### config.mk
export PLATFORM = sky130hd
export DESIGN_NAME = pipelined_adder
export DESIGN_NICKNAME = d
export VERILOG_FILES = /design/src/rtl/arith_pkg.sv /design/src/rtl/pipelined_adder_slice.sv /design/src/rtl/pipelined_adder.sv
export SDC_FILE = /design/constraint.sdc
export NUM_CORES = 1
export LEC_CHECK = 0
export ABC_AREA = 1
export BUFFER_PORTS_ARGS = -buffer_cell sky130_fd_sc_hd__buf_2
export CORE_MARGIN = 5
export CORE_UTILIZATION = 59
export CTS_CLUSTER_DIAMETER = 60
export DETAILED_ROUTE_END_ITERATION = 10
export PLACE_DENSITY = 0.94
export SLEW_MARGIN = 40
export SYNTH_ARGS = -nofsm -noshare
export SYNTH_HDL_FRONTEND = slang
export SYNTH_SLANG_ARGS = --single-unit
### constraint.sdc
create_clock -name clk -period 4.9 [get_ports clk]
set_input_delay 0.98 -clock clk [delete_from_list [all_inputs] [get_ports clk]]
set_output_delay 0.98 -clock clk [all_outputs]
set_load 0.03 [all_outputs]
### src/rtl/arith_pkg.sv
// Shared arithmetic definitions: mode encoding for add/subtract and the
// ceiling-division helper used to size pipelined datapaths.
package arith_pkg;

    localparam logic MODE_ADD = 1'b0;
    localparam logic MODE_SUB = 1'b1;

    function automatic int ceil_div(input int num, input int den);
        return (num + den - 1) / den;
    endfunction

endpackage

### src/rtl/pipelined_adder_slice.sv
// N-bit ripple-carry slice built from full-adder cells. Besides the sum and
// carry-out it exposes the carry into its MSB so the owner can form signed
// overflow without re-deriving it.
module adder_slice #(
    parameter int N = 4
) (
    input  logic [N-1:0] a,
    input  logic [N-1:0] b,
    input  logic         ci,
    output logic [N-1:0] s,
    output logic         co,
    output logic         cm
);

    logic [N:0] carry;

    // Ripple chain: each cell produces its sum bit and the carry for the next.
    always_comb begin
        s        = '0;
        carry    = '0;
        carry[0] = ci;
        for (int i = 0; i < N; i++) begin
            s[i]       = a[i] ^ b[i] ^ carry[i];
            carry[i+1] = (a[i] & b[i]) | (carry[i] & (a[i] ^ b[i]));
        end
        co = carry[N];
        cm = carry[N-1];
    end

endmodule

### src/rtl/pipelined_adder.sv
// Pipelined adder/subtractor. The WIDTH-bit operation is cut into CHUNK-bit
// slices; stage k resolves slice k and registers its carry for stage k+1.
// Operands not yet consumed and result bits already produced ride along in
// the same stage registers. A single advance enable moves the whole pipe, so
// a stalled output freezes every stage (no bubble collapsing).
module pipelined_adder
    import arith_pkg::*;
#(
    parameter int WIDTH = 14,
    parameter int CHUNK = 4
) (
    input  logic             clk,
    input  logic             reset,
    input  logic             in_valid,
    output logic             in_ready,
    input  logic [WIDTH-1:0] a,
    input  logic [WIDTH-1:0] b,
    input  logic             cin,
    input  logic             sub,
    output logic             out_valid,
    input  logic             out_ready,
    output logic [WIDTH-1:0] sum,
    output logic             cout,
    output logic             ovf
);

    localparam int STAGES = ceil_div(WIDTH, CHUNK);

    logic             adv;
    logic [WIDTH-1:0] b_eff;
    logic             c_first;

    // Per-stage next-state (_d) and registered (_q) values.
    logic [WIDTH-1:0] a_d   [STAGES];
    logic [WIDTH-1:0] a_q   [STAGES];
    logic [WIDTH-1:0] b_d   [STAGES];
    logic [WIDTH-1:0] b_q   [STAGES];
    logic [WIDTH-1:0] s_d   [STAGES];
    logic [WIDTH-1:0] s_q   [STAGES];
    logic             c_d   [STAGES];
    logic             c_q   [STAGES];
    logic             ovf_d [STAGES];
    logic             ovf_q [STAGES];
    logic             v_d   [STAGES];
    logic             v_q   [STAGES];

    // Subtraction is A + ~B + 1: invert B once at the input, force carry-in.
    always_comb begin
        b_eff   = (sub == MODE_SUB) ? ~b : b;
        c_first = (sub == MODE_SUB) ? 1'b1 : cin;
    end

    // The pipe moves whenever the output slot is empty or being drained.
    assign adv       = out_ready | ~v_q[STAGES-1];
    assign in_ready  = adv;
    assign out_valid = v_q[STAGES-1];
    assign sum       = s_q[STAGES-1];
    assign cout      = c_q[STAGES-1];
    assign ovf       = ovf_q[STAGES-1];

    for (genvar k = 0; k < STAGES; k++) begin : g_stage
        localparam int LO = k * CHUNK;
        localparam int N  = (k == STAGES - 1) ? (WIDTH - LO) : CHUNK;

        logic [WIDTH-1:0] a_in;
        logic [WIDTH-1:0] b_in;
        logic [WIDTH-1:0] s_in;
        logic             c_in;
        logic             v_in;
        logic [N-1:0]     sl_s;
        logic             sl_co;
        logic             sl_cm;

        if (k == 0) begin : g_first
            assign a_in = a;
            assign b_in = b_eff;
            assign s_in = '0;
            assign c_in = c_first;
            assign v_in = in_valid;
        end else begin : g_next
            assign a_in = a_q[k-1];
            assign b_in = b_q[k-1];
            assign s_in = s_q[k-1];
            assign c_in = c_q[k-1];
            assign v_in = v_q[k-1];
        end

        adder_slice #(
            .N (N)
        ) u_slice (
            .a  (a_in[LO +: N]),
            .b  (b_in[LO +: N]),
            .ci (c_in),
            .s  (sl_s),
            .co (sl_co),
            .cm (sl_cm)
        );

        // Resolve this slice; everything else passes through unchanged.
        // Overflow is only meaningful at the last stage, where the slice MSB
        // is the word MSB.
        always_comb begin
            a_d[k]           = a_in;
            b_d[k]           = b_in;
            s_d[k]           = s_in;
            s_d[k][LO +: N]  = sl_s;
            c_d[k]           = sl_co;
            ovf_d[k]         = sl_cm ^ sl_co;
            v_d[k]           = v_in;
        end
    end

    // Pipeline registers: only valid bits are reset; data loads on advance.
    always_ff @(posedge clk) begin
        for (int k = 0; k < STAGES; k++) begin
            if (reset) begin
                v_q[k] <= 1'b0;
            end else if (adv) begin
                v_q[k] <= v_d[k];
            end
            if (adv) begin
                a_q[k]   <= a_d[k];
                b_q[k]   <= b_d[k];
                s_q[k]   <= s_d[k];
                c_q[k]   <= c_d[k];
                ovf_q[k] <= ovf_d[k];
            end
        end
    end

endmodule

==> report_table.html <==
<table>
<tr><th>Metric</th><th>Value</th></tr>
<tr><th colspan="2">Worst setup path</th></tr>
<tr><td>CP Data Required Time</td><td>roughly 5.0 ns</td></tr>
<tr><td>Peak fanout along the critical path</td><td>15</td></tr>
<tr><td>Cells traversed along the worst timing path</td><td>buf_2 &gt; xnor2_1 &gt; fa_1 &gt; inv_1 &gt; fa_1 &gt; inv_1 &gt; fa_1 &gt; inv_1 &gt; fa_1</td></tr>
<tr><td>Most prevalent standard cell on the critical path</td><td>sky130_fd_sc_hd__fa_1</td></tr>
<tr><td>Worst reg2reg path startpoint</td><td>b_q[0][4]$_DFFE_PN_</td></tr>
<tr><td>CP Data Arrival Time</td><td>approximately 3.0 ns</td></tr>
<tr><td>Setup slack of the worst register-to-register path</td><td>around 2.7 ns</td></tr>
<tr><td>CP Class</td><td>in -&gt; reg</td></tr>
<tr><td>Worst setup path startpoint</td><td>sub</td></tr>
<tr><td>Critical Path Source Type</td><td>input port</td></tr>
<tr><td>Worst stage delay on the critical path</td><td>between 0.4 and 0.5 ns</td></tr>
<tr><td>Crit path max-delay cell type</td><td>sky130_fd_sc_hd__fa_1</td></tr>
<tr><td>Critical path endpoint category</td><td>flip-flop</td></tr>
<tr><th colspan="2">Timing</th></tr>
<tr><td>Total count of max-transition violations in the final report</td><td>0</td></tr>
<tr><td>Final critical delay including setup and external delays</td><td>roughly 3 ns</td></tr>
<tr><td>Fmax</td><td>approximately 0.34 GHz</td></tr>
<tr><td>Slew HR</td><td>57.9%</td></tr>
<tr><td>Total negative setup slack</td><td>0 ns</td></tr>
<tr><td>Setup repair after global routing missed its margin</td><td>no</td></tr>
<tr><td>Slew at the pin closest to its max-slew limit</td><td>around 0.63 ns</td></tr>
<tr><td>Count of final setup violators</td><td>0</td></tr>
<tr><td>Fin crit share</td><td>between 60% and 70%</td></tr>
<tr><td>Number of hold violations in the final report</td><td>0</td></tr>
<tr><td>Clock skew after layout</td><td>between 0.009 and 0.01 ns</td></tr>
<tr><th colspan="2">Floorplanning</th></tr>
<tr><td>Die area</td><td>6820 µm²</td></tr>
<tr><td>Boundary Pins</td><td>52</td></tr>
<tr><td>Initial Util</td><td>60.9%</td></tr>
<tr><td>Site row count</td><td>26</td></tr>
<tr><td>Die Height</td><td>approximately 83 µm</td></tr>
<tr><td>Area of the core</td><td>a little over 5000 µm²</td></tr>
<tr><td>Die width</td><td>between 80 and 90 µm</td></tr>
<tr><th colspan="2">Drt</th></tr>
<tr><td>DRC violations left</td><td>0</td></tr>
<tr><td>Drt wl/cell</td><td>between 10 and 15 µm</td></tr>
<tr><td>Post-detailed-routing wire length</td><td>approximately 3800 µm</td></tr>
<tr><td>Antenna violation net count after detailed routing</td><td>0</td></tr>
<tr><td>Vias per std cell</td><td>4.39</td></tr>
<tr><td>Number of DRC markers after the initial detailed-route iteration</td><td>79</td></tr>
<tr><td>Vias after detailed routing</td><td>between 1000 and 1500</td></tr>
<tr><td>First-pass DRT Iterations</td><td>4</td></tr>
<tr><th colspan="2">CTS</th></tr>
<tr><td>Source-to-sink clock delay at the later pin of the worst-skew pair</td><td>between 0.3 and 0.4 ns</td></tr>
<tr><td>Number of sinks handled by clock tree synthesis</td><td>83</td></tr>
<tr><td>CTS H-tree depth</td><td>3</td></tr>
<tr><td>Clock tree root buffer cell</td><td>sky130_fd_sc_hd__clkbuf_8</td></tr>
<tr><td>Total clock buffers created by CTS</td><td>9</td></tr>
<tr><td>Clock transition at the registers of the reported paths</td><td>0.08 ns</td></tr>
<tr><td>Hold_buf cts</td><td>0</td></tr>
<tr><td>Post-CTS Repair Setup Buffers</td><td>0</td></tr>
<tr><td>Clock tree from TritonCTS</td><td>yes</td></tr>
<tr><td>Cells resized by post-CTS repair</td><td>0</td></tr>
<tr><td>CTS Buffer Depth</td><td>2</td></tr>
<tr><th colspan="2">Synthesis</th></tr>
<tr><td>Post-synthesis average cell area</td><td>about 20 µm²</td></tr>
<tr><td>Sequential area share after synthesis</td><td>between 80% and 90%</td></tr>
<tr><td>Share of synthesized cell area in full adder, half adder and majority cells</td><td>a little under a tenth</td></tr>
<tr><td>Instance count of the mapped netlist</td><td>160</td></tr>
<tr><td>Synth Warn #</td><td>0</td></tr>
<tr><td>Share of the synthesized area in compound gates (AO/OA/AOI/OAI)</td><td>0%</td></tr>
<tr><td>Netlist cell types</td><td>10</td></tr>
<tr><td>XOR/XNOR Fraction of Synth Area</td><td>approximately 4.2%</td></tr>
<tr><td>Mux share of post-synthesis cell area</td><td>0%</td></tr>
<tr><td>Mapped cell area</td><td>between 3000 and 4000 µm²</td></tr>
<tr><td>Main combinational cell family by area after synthesis</td><td>adder cells</td></tr>
<tr><td>Synthesized-area fraction occupied by and/or/nand/nor cells</td><td>1.01%</td></tr>
<tr><td>Mapped Nets</td><td>roughly 210</td></tr>
<tr><td>Seq cells post-synth</td><td>just over 80</td></tr>
<tr><th colspan="2">Min path</th></tr>
<tr><td>HP Start</td><td>s_q[2][11]$_DFFE_PN_</td></tr>
<tr><td>Worst min-delay path category</td><td>reg -&gt; reg</td></tr>
<tr><th colspan="2">Placement</th></tr>
<tr><td>Final weighted congestion in routability-driven placement</td><td>around 0.66</td></tr>
<tr><td>Area after detailed placement</td><td>about 3400 µm²</td></tr>
<tr><td>Final HPWL DP</td><td>around 2700 µm</td></tr>
<tr><td>Port buffer count</td><td>approximately 50</td></tr>
<tr><th colspan="2">GRT</th></tr>
<tr><td>Total global routing track utilization</td><td>approximately an eighth</td></tr>
<tr><td>Pin count of the biggest net entering global routing</td><td>between 50 and 60</td></tr>
<tr><td>GR Overflow Total</td><td>0</td></tr>
<tr><td>Vias in the first global route</td><td>between 1000 and 1500</td></tr>
<tr><td>Global-route wire length before repair</td><td>~6300 µm</td></tr>
<tr><td>Initial antenna violation count</td><td>0</td></tr>
<tr><th colspan="2">Power and ir drop</th></tr>
<tr><td>Leakage</td><td>~1.6 nW</td></tr>
<tr><td>Maximum vdd drop</td><td>between 0.2 and 0.3 mV</td></tr>
<tr><td>Power density over the cells</td><td>490 nW/µm²</td></tr>
<tr><th colspan="2">Layout</th></tr>
<tr><td>Number of antenna diodes</td><td>0</td></tr>
<tr><td>Leading cell type in the layout, fill and taps excluded</td><td>sky130_fd_sc_hd__edfxtp_1</td></tr>
<tr><td>Synth-to-Final Area Change</td><td>17.9%</td></tr>
<tr><td>Cell area after layout</td><td>about 3700 µm²</td></tr>
<tr><td>Top library cells by usage in the layout, fill and taps aside</td><td>sky130_fd_sc_hd__edfxtp_1, sky130_fd_sc_hd__buf_2, sky130_fd_sc_hd__inv_1, sky130_fd_sc_hd__fa_1, sky130_fd_sc_hd__xor2_1</td></tr>
<tr><td>Ratio of cells with drive above 1 in the final layout</td><td>between 20% and 30%</td></tr>
<tr><td>Post-layout nets</td><td>approximately 270</td></tr>
<tr><th colspan="2">Status</th></tr>
<tr><td>Status</td><td>finished, final reports clean</td></tr>
<tr><th colspan="2">Run</th></tr>
<tr><td>Max-Cap Viols</td><td>0</td></tr>
</table>
-- registers in the layout (all words and copies together) (netlist names) --
| register | count |
|---|---|
| b_q | 18 |
| c_q | 4 |
| v_q | 4 |
| s_q | 38 |
| a_q | 18 |
| ovf_q | 1 |
-- cell type report --
cell class              count  area [µm²]
clock buffers              10         128
inverters                  38         143
clock inverters             6         104
well taps                  70        87.6
flip-flops and latches     83        2490
repair buffers             52         263
fillers                   320        1440
multi-input cells          37         450
-- where the power goes --
part	switching (mW)	internal [mW]	total (mW)
combinational	0.169	0.0762	0.246
sequential	0.0380	0.965	1.00
clock	0.213	0.335	0.549
-- layer usage --
metal,vias up,global-route usage (%),part of all wire [%]
met5,-,0,0
li1,653,-,-
met4,0,8.33,2.2
met3,7,4.12,8.0
met1,591,15.9,41
met2,47,20.8,49
-- synth_stat cells --
| library cell | instances | area [µm²] |
|---|---|---|
| sky130_fd_sc_hd__buf_6 | 1 | 11.3 |
| sky130_fd_sc_hd__fa_1 | 14 | 280 |
| sky130_fd_sc_hd__nand2_1 | 2 | 7.51 |
| sky130_fd_sc_hd__edfxtp_1 | 83 | 2490 |
| sky130_fd_sc_hd__buf_12 | 1 | 20.0 |
| sky130_fd_sc_hd__nand3_1 | 1 | 5.00 |
| sky130_fd_sc_hd__xor2_1 | 12 | 105 |
| sky130_fd_sc_hd__xnor2_1 | 3 | 26.3 |
| sky130_fd_sc_hd__inv_1 | 38 | 143 |
| sky130_fd_sc_hd__nor2_1 | 5 | 18.8 |
-- metrics by stage --
| stage | utilization (%) | hold WS [ns] | power (mW) | setup WS (ns) | instances |
|---|---|---|---|---|---|
| 6_report | 71.8 | 0.422 | 1.80 | 1.94 | 296 |
| 5_1_grt | 71.8 | 0.429 | 1.89 | 1.83 | 296 |
| 4_1_cts | 71.8 | 0.422 | 1.82 | 1.93 | 296 |
| 3_5_place_dp | 67.3 | 0.405 | 1.27 | 1.57 | 280 |
| 3_3_place_gp | 67.3 | 0.401 | 1.25 | 1.70 | 280 |
| 2_1_floorplan | - | 0.400 | 1.18 | 1.02 | 160 |
-- path summary, 6_finish.rpt --
| path | endpoint | cells past startpoint |
|---|---|---|
| max | s_q[0][3]$_DFFE_PN_ | 9 |
| max reg2reg | s_q[1][7]$_DFFE_PN_ | 8 |
| min reg2reg | s_q[3][11]$_DFFE_PN_ | 0 |
| min | s_q[3][11]$_DFFE_PN_ | 0 |
-- cells by family (layout without fill, tap and decap cells) --
group / Yosys count / after routing
adders and majority gates: 14 / 14
buffers and inverters: 40 / 106
and+or+nand+nor: 8 / 8
xor gates and xnor gates: 15 / 15
DFF: 83 / 83
-- critical path, delay by kind of cell --
| kind | cells | cell delay (ns) |
|---|---|---|
| xor+xnor | 1 | 0.17 |
| buf+inv | 4 | 0.54 |
| fa+ha+maj | 4 | 1.34 |
Note: power is estimated with default switching activity, not from simulation.
